### config.mk
export PLATFORM = sky130hd
export DESIGN_NAME = timer_cnt_base
export DESIGN_NICKNAME = d
export VERILOG_FILES = /design/src/rtl/timer_cnt_base.sv
export SDC_FILE = /design/constraint.sdc
export NUM_CORES = 1
export LEC_CHECK = 0
export CORE_MARGIN = 2
export CORE_UTILIZATION = 40
export CTS_CLUSTER_DIAMETER = 120
export DETAILED_ROUTE_END_ITERATION = 10
export SLEW_MARGIN = 20
export SYNTH_ARGS = -nofsm -noshare
export SYNTH_HDL_FRONTEND = slang
export SYNTH_SLANG_ARGS = --single-unit
### constraint.sdc
create_clock -name clk -period 8.99 [get_ports clk]
set_clock_uncertainty 0.2 [all_clocks]
set_input_delay 2.2475 -clock clk [delete_from_list [all_inputs] [get_ports clk]]
set_output_delay 2.2475 -clock clk [all_outputs]
set_load 0.01 [all_outputs]
### src/rtl/timer_cnt_base.sv
// Timer time base: prescaler, auto-reload up-counter and run/stop control.
// Feeds the current count, run status and overflow pulse to the capture/compare channels.
module timer_cnt_base #(
    parameter int unsigned timer_width = 16,
    parameter int unsigned psc_width   = 16
) (
    input  logic                   clk,
    input  logic                   resetn,
    input  logic                   timer_en,
    input  logic                   timer_one_shot,
    input  logic [psc_width-1:0]   timer_psc,
    input  logic [timer_width-1:0] timer_arr,
    input  logic                   timer_cnt_set,
    input  logic [timer_width-1:0] timer_cnt_set_v,
    output logic [timer_width-1:0] timer_cnt_now_v,
    output logic                   timer_started,
    output logic                   timer_expired,
    output logic                   timer_exp_itr_req
);

    typedef enum logic {
        IDLE = 1'b0,
        RUN  = 1'b1
    } state_t;

    state_t                 state_q, state_d;
    logic [psc_width-1:0]   psc_cnt_q, psc_cnt_d;
    logic [psc_width-1:0]   psc_sh_q, psc_sh_d;
    logic [timer_width-1:0] cnt_q, cnt_d;
    logic [timer_width-1:0] arr_sh_q, arr_sh_d;
    logic                   expired_q, expired_d;
    logic                   tick;
    logic                   ovf;

    // NOTE: every signal driven here gets a default first, so no path can leave one unassigned and infer a latch.
    always_comb begin
        state_d   = state_q;
        psc_cnt_d = psc_cnt_q;
        psc_sh_d  = psc_sh_q;
        cnt_d     = cnt_q;
        arr_sh_d  = arr_sh_q;
        expired_d = 1'b0;
        tick      = 1'b0;
        ovf       = 1'b0;

        if (timer_cnt_set) begin
            // Software load wins over everything, including a coincident overflow.
            cnt_d     = timer_cnt_set_v;
            psc_cnt_d = '0;
        end else begin
            case (state_q)
                IDLE: begin
                    if (timer_en) begin
                        state_d   = RUN;
                        psc_sh_d  = timer_psc;
                        arr_sh_d  = timer_arr;
                        psc_cnt_d = '0;
                    end
                end
                RUN: begin
                    tick = (psc_cnt_q == psc_sh_q);
                    if (tick) begin
                        psc_cnt_d = '0;
                        // ">=" so a count left above a smaller new reload value still wraps.
                        if (cnt_q >= arr_sh_q) begin
                            ovf       = 1'b1;
                            cnt_d     = '0;
                            psc_sh_d  = timer_psc;
                            arr_sh_d  = timer_arr;
                            expired_d = 1'b1;
                        end else begin
                            cnt_d = cnt_q + timer_width'(1);
                        end
                    end else begin
                        psc_cnt_d = psc_cnt_q + psc_width'(1);
                    end
                    if (!timer_en || (ovf && timer_one_shot)) begin
                        state_d = IDLE;
                    end
                end
                default: state_d = IDLE;
            endcase
        end
    end

    // NOTE: state registers use non-blocking assignments so every flop samples the pre-edge values.
    always_ff @(posedge clk or negedge resetn) begin
        if (!resetn) begin
            state_q   <= IDLE;
            psc_cnt_q <= '0;
            psc_sh_q  <= '0;
            cnt_q     <= '0;
            arr_sh_q  <= '0;
            expired_q <= 1'b0;
        end else begin
            state_q   <= state_d;
            psc_cnt_q <= psc_cnt_d;
            psc_sh_q  <= psc_sh_d;
            cnt_q     <= cnt_d;
            arr_sh_q  <= arr_sh_d;
            expired_q <= expired_d;
        end
    end

    assign timer_cnt_now_v   = cnt_q;
    assign timer_started     = (state_q == RUN);
    assign timer_expired     = expired_q;
    assign timer_exp_itr_req = expired_q;

endmodule
==> flow_summary_export.csv, run 1 <==
group,metric,value,unit
status,status,"finished clean",
place,gp_congestion,0.815,
routing,drtIter0Drc,108,
sta,fin_crit_sh,0.579,
setup_path,crit_fanout,29,
clocking,clk_pin_slew,80,ps
synth,ys_seq_area_frac,0.443,
job,cap_violations,0,
pwr,switching_share,0.300,
place,io_buffer_count,71,
synth,yosys_warnings,0,
pwr,p_leak,2.04,nW
cells_and_area,final_cell_mix,"clkdlybuf4s50_1, dfrtp_1, mux2_2, nor2_1, nand2_1",
sta,drv_slew,0,
worst_hold_path,hold_depth,1,
routing,wl,8820,um
die,io_pins,72,
pwr,power_frac_comb,0.235,
clocking,post-cts-setup-buffers,0,
synth,async_flop_share,1.00,
sta,relSlewSlack,0.267,
place,hpwl,6200,um
clocking,cts.sinks,66,
worst_hold_path,min_path_type,"register to register",
sta,tightest_slew,1100,ps
setup_path,cpMostUsedCell,"nor3_1",
grt,grt_pass1_vias,3057,
setup_path,arrival,5210,ps
synth,synthDistinctLibCells,45,
routing,ant_nets,0,
cells_and_area,fin_cells,557,
clocking,cts_max_level,3,
grt,grt_max_degree,67,
sta,tns,0,ps
clocking,cts_tree,"built",
routing,vias,3039,
setup_path,r2r_end,"timer_cnt_now_v[11]$_DFFE_PN0P_",
pwr,peakVddDrop,0.0899,mV
routing,wl_per_cell,15.8,um
synth,syn_nets,444,
die,row_count,35,
setup_path,r2r-start,"timer_cnt_now_v[0]$_DFFE_PN0P_",
cells_and_area,antenna_cells,0,
synth,synth_top_area_share,0.443,
setup_path,worstPathCellList,"clkdlybuf4s50_1, nor3_1, nor4_1, nand2_1, nor3_1, xnor2_1, nor2_1",
grt,antenna_found_initial,0,
clocking,cts_hold_buf,0,
setup_path,critical-path-max-stage-delay,1190,ps
place,dp_cells,540,
grt,grt.total_usage,0.188,
pwr,power_switching,0.000247,W
synth,synth_area_per_cell,9.99,sq um
setup_path,cp.required,9000,ps
cells_and_area,multi_input_area,0.00188,sq mm
synth,synth_area,0.00373,sq mm
routing,drc,0,
grt,grt_first_pass_wirelength,14800,um
pwr,p_int,0.000576,W
routing,viasPerCell,5.46,
synth,yosysTopAreaCell,"dfrtp_1",
die,initial_core_util,0.407,
setup_path,crit_path_end_kind,"register",
worst_hold_path,min-delay-start,"arr_sh_q[4]$_DFFE_PN0P_",
sta,setup-violations-final,0,
setup_path,reg2reg_depth,8,
clocking,cts_resized,0,
cells_and_area,drive_gt1_frac,0.141,
synth,synth_edf_count,0,
cells_and_area,synthToLayoutAreaGrowth,26.5,%
pwr,power_density,175,mW/mm^2
sta,rsz0062_at_grt,"no",
cells_and_area,seq_area,0.00165,sq mm
routing,drt-pass1-iter-count,4,
synth,synth_top_flop_cell,"dfrtp_1",
die,dieWidth,101,um
synth,yosys_register_bits,66,
worst_hold_path,min_to,"arr_sh_q[4]$_DFFE_PN0P_",
cells_and_area,fillCellCount,822,
clocking,clockBufferDepth,2,
sta,fmax,192,MHz
clocking,worstSkewPairLatency,350,ps
setup_path,ff2ff_setup_slack,5310,ps
clocking,cts_root_buffer,"clkbuf_8",
sta,min_period,5210,ps
cells_and_area,nets,512,
cells_and_area,final_common_cell,"clkdlybuf4s50_1",
setup_path,crit_type,"primary input to register",
sta,hold_viol,0,
synth,netlist_instances,373,
synth,synth_area_leaders,"dfrtp_1, mux2_2, ha_1",
pwr,pwr-share-seq,0.449,
clocking,numCtsBuffers,9,
die,dieArea,0.0101,sq mm
pwr,clkPwrFrac,0.316,
setup_path,crit_path_start_kind,"primary input",
grt,grt_overflow,0,
setup_path,crit_path_top_delay_cell,"clkdlybuf4s50_1",
die,fp.dieH,101,um
die,core,0.00915,sq mm
worst max path at each step:
| stage | start | endpoint | slack [ps] |
|---|---|---|---|
| 3_5_place_dp | timer_cnt_set | psc_cnt_q[13]$_DFFE_PN0P_ | 3470 |
| 6_report | timer_cnt_set | psc_cnt_q[15]$_DFFE_PN0P_ | 3780 |
| 4_1_cts | timer_cnt_set | psc_cnt_q[15]$_DFFE_PN0P_ | 3820 |
| 2_1_floorplan | timer_cnt_set | psc_cnt_q[15]$_DFFE_PN0P_ | 5240 |
| 3_3_place_gp | timer_cnt_set | psc_cnt_q[12]$_DFFE_PN0P_ | 3520 |
| 5_1_grt | timer_cnt_set | psc_cnt_q[15]$_DFFE_PN0P_ | 3550 |
synth_stat cells (all sizes together) (2+ instances only):
cell,instances
o21ai,12
buf,7
a211o,3
o41ai,3
a21o,3
xor2,19
nor2,32
clkbuf,9
or4,4
dfrtp,66
o22a,4
nor4,7
and3,9
ha,18
nor3,6
xnor2,8
nand3,21
nand2,30
or3,2
a21boi,2
inv,27
a31o,6
o2bb2ai,2
mux2,33
nand4,6
nand2b,2
o21a,2
a21oi,15
o211ai,3
a221o,2
per-layer routing:
layer / GRT usage / wire length [um]
met5: 0 / 0
met4: 0.0695 / 144
met3: 0.0423 / 388
met2: 0.306 / 4260
met1: 0.246 / 4020
critical path, delay by kind of cell:
kind | cells | cell delay, ps
xor+xnor | 1 | 150
buf+inv | 1 | 1190
simple gates | 5 | 1630
state kept, by name, indices dropped and copies added (netlist names):
name	cells
psc_sh_q	16
timer_exp_itr_req	1
timer_started	1
psc_cnt_q	16
arr_sh_q	16
timer_cnt_now_v	16
cell type report:
cell class / instances / area share
multi-input cells: 264 / 0.398
flip-flops and latches: 66 / 0.350
repair buffers: 73 / 0.157
well taps: 111 / 0.0295
clock buffers: 10 / 0.0292
inverters: 27 / 0.0215
clock inverters: 6 / 0.0138
kinds of logic after synthesis:
| group | count (synthesis) | share of synthesized area |
|---|---|---|
| multiplexers | 34 | 0.102 |
| adder cells (fa/ha/maj) | 18 | 0.0604 |
| XOR/XNOR | 27 | 0.0634 |
| AO/OA/AOI/OAI | 64 | 0.124 |
| flip-flops | 66 | 0.443 |
| buffers and inverters | 43 | 0.0530 |
| AND/OR/NAND/NOR | 121 | 0.154 |
stage by stage:
stage          worst slack [ps]  cell area, sq um  total power, W   util  hold slack [ps]
2_1_floorplan              5240              3730        0.000489      -              281
3_3_place_gp               3520              4480        0.000564  0.490              294
3_5_place_dp               3470              4480        0.000569  0.490              296
4_1_cts                    3820              4690        0.000830  0.512              314
5_1_grt                    3550              4710        0.000879  0.515              339
6_report                   3780              4710        0.000823  0.515              310
power groups by stage:
| stage | logic [W] | clock network [W] | registers (W) |
|---|---|---|---|
| global placement | 0.000189 | 0 | 0.000375 |
| floorplan | 0.000121 | 0 | 0.000369 |
| CTS | 0.000194 | 0.000265 | 0.000371 |
| detailed placement | 0.000193 | 0 | 0.000376 |
| finish | 0.000193 | 0.000260 | 0.000370 |
| global route | 0.000219 | 0.000283 | 0.000376 |
Power figures use the tool's default switching activity.
==> run 2: changes to the inputs <==
clock period = 5.2 ns   (was 8.99 ns; I/O delays follow)
==> flow_summary_export.csv, run 2 (same netlist as run 1, synthesis figures left out) <==
group,metric,value,unit
status,status,"finished clean",
pwr,p_int,0.00101,W
setup_path,crit_path_end_kind,"register",
place,hpwl,6260,um
setup_path,crit_path_start_kind,"register",
clocking,cts_root_buffer,"clkbuf_8",
pwr,p_leak,2.05,nW
sta,hold_viol,0,
grt,grt_pass1_vias,2986,
routing,vias,3034,
setup_path,cp.required,5280,ps
cells_and_area,nets,514,
grt,antenna_found_initial,0,
pwr,pwr-share-seq,0.447,
die,initial_core_util,0.407,
setup_path,crit_type,"register to register",
clocking,worstSkewPairLatency,340,ps
pwr,power_frac_comb,0.236,
sta,setup-violations-final,0,
routing,drc,0,
cells_and_area,drive_gt1_frac,0.143,
worst_hold_path,min_path_type,"register to register",
clocking,cts_max_level,3,
clocking,cts.sinks,66,
die,fp.dieH,101,um
routing,wl,8800,um
die,core,0.00915,sq mm
place,gp_congestion,0.780,
cells_and_area,antenna_cells,0,
clocking,post-cts-setup-buffers,0,
routing,drt-pass1-iter-count,4,
sta,relSlewSlack,0.297,
sta,min_period,3770,ps
die,dieWidth,101,um
routing,ant_nets,0,
cells_and_area,final_cell_mix,"clkdlybuf4s50_1, dfrtp_1, mux2_2, nor2_1, nand2_1",
worst_hold_path,min-delay-start,"arr_sh_q[10]$_DFFE_PN0P_",
cells_and_area,fin_util,0.517,
sta,fmax,265,MHz
cells_and_area,synthToLayoutAreaGrowth,26.9,%
clocking,cts_tree,"built",
routing,viasPerCell,5.43,
setup_path,startpoint,"timer_cnt_now_v[0]$_DFFE_PN0P_",
sta,fin_crit_sh,0.725,
place,io_buffer_count,71,
grt,grt.total_usage,0.185,
pwr,power_density,302,mW/mm^2
clocking,clk_pin_slew,80,ps
sta,drv_slew,0,
clocking,clockBufferDepth,2,
setup_path,r2r-start,"timer_cnt_now_v[0]$_DFFE_PN0P_",
die,row_count,35,
setup_path,crit_fanout,14,
grt,grt_max_degree,37,
grt,grt_first_pass_wirelength,14500,um
sta,fin_hold_ws,311,ps
clocking,cts_hold_buf,0,
cells_and_area,final_common_cell,"clkdlybuf4s50_1",
sta,rsz0062_at_grt,"no",
die,io_pins,72,
pwr,power_switching,0.000420,W
sta,tightest_slew,1050,ps
job,cap_violations,0,
pwr,switching_share,0.294,
sta,tns,0,ps
routing,drtIter0Drc,113,
setup_path,arrival,3850,ps
grt,grt_overflow,0,
die,dieArea,0.0101,sq mm
pwr,peakVddDrop,0.140,mV
pwr,clkPwrFrac,0.317,
routing,wl_per_cell,15.7,um
clocking,cts_resized,0,
clocking,numCtsBuffers,9,
run 2: changes by cell type in the layout (fill, tap and decap cells not counted), sizes merged:
| cell | change |
|---|---|
| buf | +2 |
| clkbuf | +2 |
| clkinv | -2 |
| clkinvlp | +1 |
| inv | -1 |
run 2: per-layer routing:
| layer | share of wire | up-vias | GRT usage |
|---|---|---|---|
| met5 | 0 | - | 0 |
| met4 | 0.0099 | 0 | 0.0695 |
| met3 | 0.054 | 7 | 0.0319 |
| met2 | 0.49 | 91 | 0.304 |
| met1 | 0.45 | 1474 | 0.244 |
| li1 | - | 1462 | - |
run 2: layout make-up:
class,count,area [sq um]
fillers,857,4420
well taps,111,139
flip-flops and latches,66,1650
clock inverters,4,50.0
inverters,27,101
repair buffers,75,756
clock buffers,12,155
multi-input cells,264,1880
run 2: metrics by stage:
stage	setup WS, ps	cell area [sq um]	cells	power, W
2_1_floorplan	2140	3730	373	0.000846
4_1_cts	1450	4700	558	0.00144
6_report	1430	4730	559	0.00143
3_5_place_dp	1410	4500	542	0.000986
3_3_place_gp	1450	4500	542	0.000976
5_1_grt	1300	4730	559	0.00152
run 2: power by group through the flow:
stage	registers [W]	clock network [W]	logic [W]
after global placement	0.000648	0	0.000329
after global routing	0.000650	0.000488	0.000377
after CTS	0.000639	0.000461	0.000339
after detailed placement	0.000650	0	0.000337
final	0.000638	0.000454	0.000337
after floorplan	0.000637	0	0.000209
run 2: worst max-delay path, cell delays in order (launching register included):
cell	delay, ps
dfrtp_1	440
inv_1	80
ha_1	280
nand2b_1	140
a2111oi_0	850
o32ai_1	230
or4_1	840
or4_1	560
nand3_1	90
run 2: final timing paths:
check | end | slack (ps) | cells past startpoint
worst max-delay path | timer_cnt_now_v[11]$_DFFE_PN0P_ | 1430 | 8
worst min register to register | arr_sh_q[10]$_DFFE_PN0P_ | 310 | 1
worst min-delay path | arr_sh_q[10]$_DFFE_PN0P_ | 310 | 1
min in group asynchronous | timer_exp_itr_req$_DFF_PN0_ | 860 | 1
worst max register to register | timer_cnt_now_v[11]$_DFFE_PN0P_ | 1430 | 8
max in group asynchronous | psc_sh_q[5]$_DFFE_PN0P_ | 3020 | 2
==> run 3: changes to the inputs <==
clock period = 3.5 ns   (was 5.2 ns; I/O delays follow)
==> flow_summary_export.csv, run 3 (same netlist as run 1, synthesis figures left out) <==
group,metric,value,unit
status,status,"finished clean",
die,fp.dieH,101,um
routing,ant_nets,0,
grt,grt_max_degree,33,
routing,drt-pass1-iter-count,5,
pwr,power_density,457,mW/mm^2
sta,fmax,302,MHz
cells_and_area,drive_gt1_frac,0.164,
die,dieWidth,101,um
worst_hold_path,min_path_type,"register to register",
setup_path,crit_path_start_kind,"register",
pwr,peakVddDrop,0.240,mV
routing,vias,3069,
clocking,worstSkewPairLatency,350,ps
grt,grt_pass1_vias,3100,
routing,drc,0,
cells_and_area,final_cell_mix,"clkdlybuf4s50_1, dfrtp_1, mux2_2, nor2_1, nand2_1",
clocking,cts_resized,0,
place,io_buffer_count,71,
sta,fin_crit_sh,0.945,
die,core,0.00915,sq mm
pwr,finalPower,0.00220,W
sta,rsz0062_at_grt,"no",
cells_and_area,final_common_cell,"clkdlybuf4s50_1",
sta,fin_hold_ws,310,ps
clocking,post-cts-setup-buffers,0,
cells_and_area,seq_area,0.00165,sq mm
routing,drtIter0Drc,133,
clocking,cts_tree,"built",
clocking,numCtsBuffers,9,
routing,viasPerCell,5.39,
grt,antenna_found_initial,0,
sta,hold_viol,0,
die,initial_core_util,0.407,
sta,setup-violations-final,0,
sta,tightest_slew,762,ps
sta,drv_slew,0,
clocking,clockBufferDepth,2,
cells_and_area,fillCellCount,848,
clocking,cts_root_buffer,"clkbuf_8",
clocking,cts.sinks,66,
clocking,cts_max_level,3,
routing,wl,8830,um
setup_path,arrival,3390,ps
grt,grt.total_usage,0.187,
die,row_count,35,
sta,tns,0,ps
die,io_pins,72,
setup_path,crit_fanout,9,
place,gp_congestion,0.843,
setup_path,crit_type,"register to register",
cells_and_area,nets,524,
grt,grt_first_pass_wirelength,14700,um
grt,grt_overflow,0,
pwr,p_leak,2.11,nW
setup_path,crit_path_end_kind,"register",
place,hpwl,6460,um
sta,relSlewSlack,0.487,
cells_and_area,antenna_cells,0,
cells_and_area,synthToLayoutAreaGrowth,29.4,%
sta,min_period,3310,ps
cells_and_area,multi_input_area,0.00188,sq mm
die,dieArea,0.0101,sq mm
setup_path,cp.required,3580,ps
clocking,cts_hold_buf,0,
clocking,clk_pin_slew,80,ps
routing,wl_per_cell,15.5,um
job,cap_violations,0,
run 3: changes by cell type in the layout (fill, tap and decap cells not counted), sizes merged:
| cell | before | now |
|---|---|---|
| clkbuf | 12 | 10 |
| clkinv | 1 | 3 |
| buf | 5 | 15 |
| clkinvlp | 2 | 1 |
| bufinv | 1 | 2 |
run 3: stage by stage:
step                      worst slack [ps]   util  std cells  instance area, sq um
after floorplan                        439      -        373                  3730
after global placement                 120  0.502        553                  4590
after detailed placement              45.8  0.502        553                  4590
after CTS                             21.8  0.527        569                  4820
after global routing                  53.4  0.527        569                  4820
final                                  193  0.527        569                  4820
run 3: final cells by class:
class	count	area share
tap	111	0.0288
clock inverter	6	0.0187
timing repair buffer	85	0.171
clock buffer	10	0.0285
inverter	27	0.0210
sequential	66	0.343
multi-input combinational	264	0.390
run 3: worst max-delay path, stage by stage (launching register included):
cell	delay [ps]
dfrtp_1	410
inv_1	70
ha_1	280
nand2b_1	130
a2111oi_1	610
o32ai_1	200
or4_1	730
or4_1	530
nand3_1	90
run 3: worst paths after layout:
kind	start	to	slack (ps)	cells after the start
setup / recovery	timer_cnt_now_v[0]$_DFFE_PN0P_	timer_cnt_now_v[11]$_DFFE_PN0P_	190	8
hold / removal	arr_sh_q[9]$_DFFE_PN0P_	arr_sh_q[9]$_DFFE_PN0P_	310	1
setup reg to reg	timer_cnt_now_v[0]$_DFFE_PN0P_	timer_cnt_now_v[11]$_DFFE_PN0P_	190	8
hold reg to reg	arr_sh_q[9]$_DFFE_PN0P_	arr_sh_q[9]$_DFFE_PN0P_	310	1
max in group asynchronous	resetn	timer_cnt_now_v[2]$_DFFE_PN0P_	2000	2
min in group asynchronous	resetn	timer_cnt_now_v[14]$_DFFE_PN0P_	370	1
run 3: metal layers:
metal / vias to the layer above / wire length, um / GRT usage
met5: - / 0 / 0
li1: 1483 / - / -
met3: 10 / 468 / 0.0347
met4: 0 / 112 / 0.0664
met2: 100 / 4250 / 0.318
met1: 1476 / 4000 / 0.239
run 3: power breakdown:
group	switching (W)	internal (W)
sequential	0.0000786	0.000863
combinational	0.000240	0.000280
clock	0.000318	0.000422
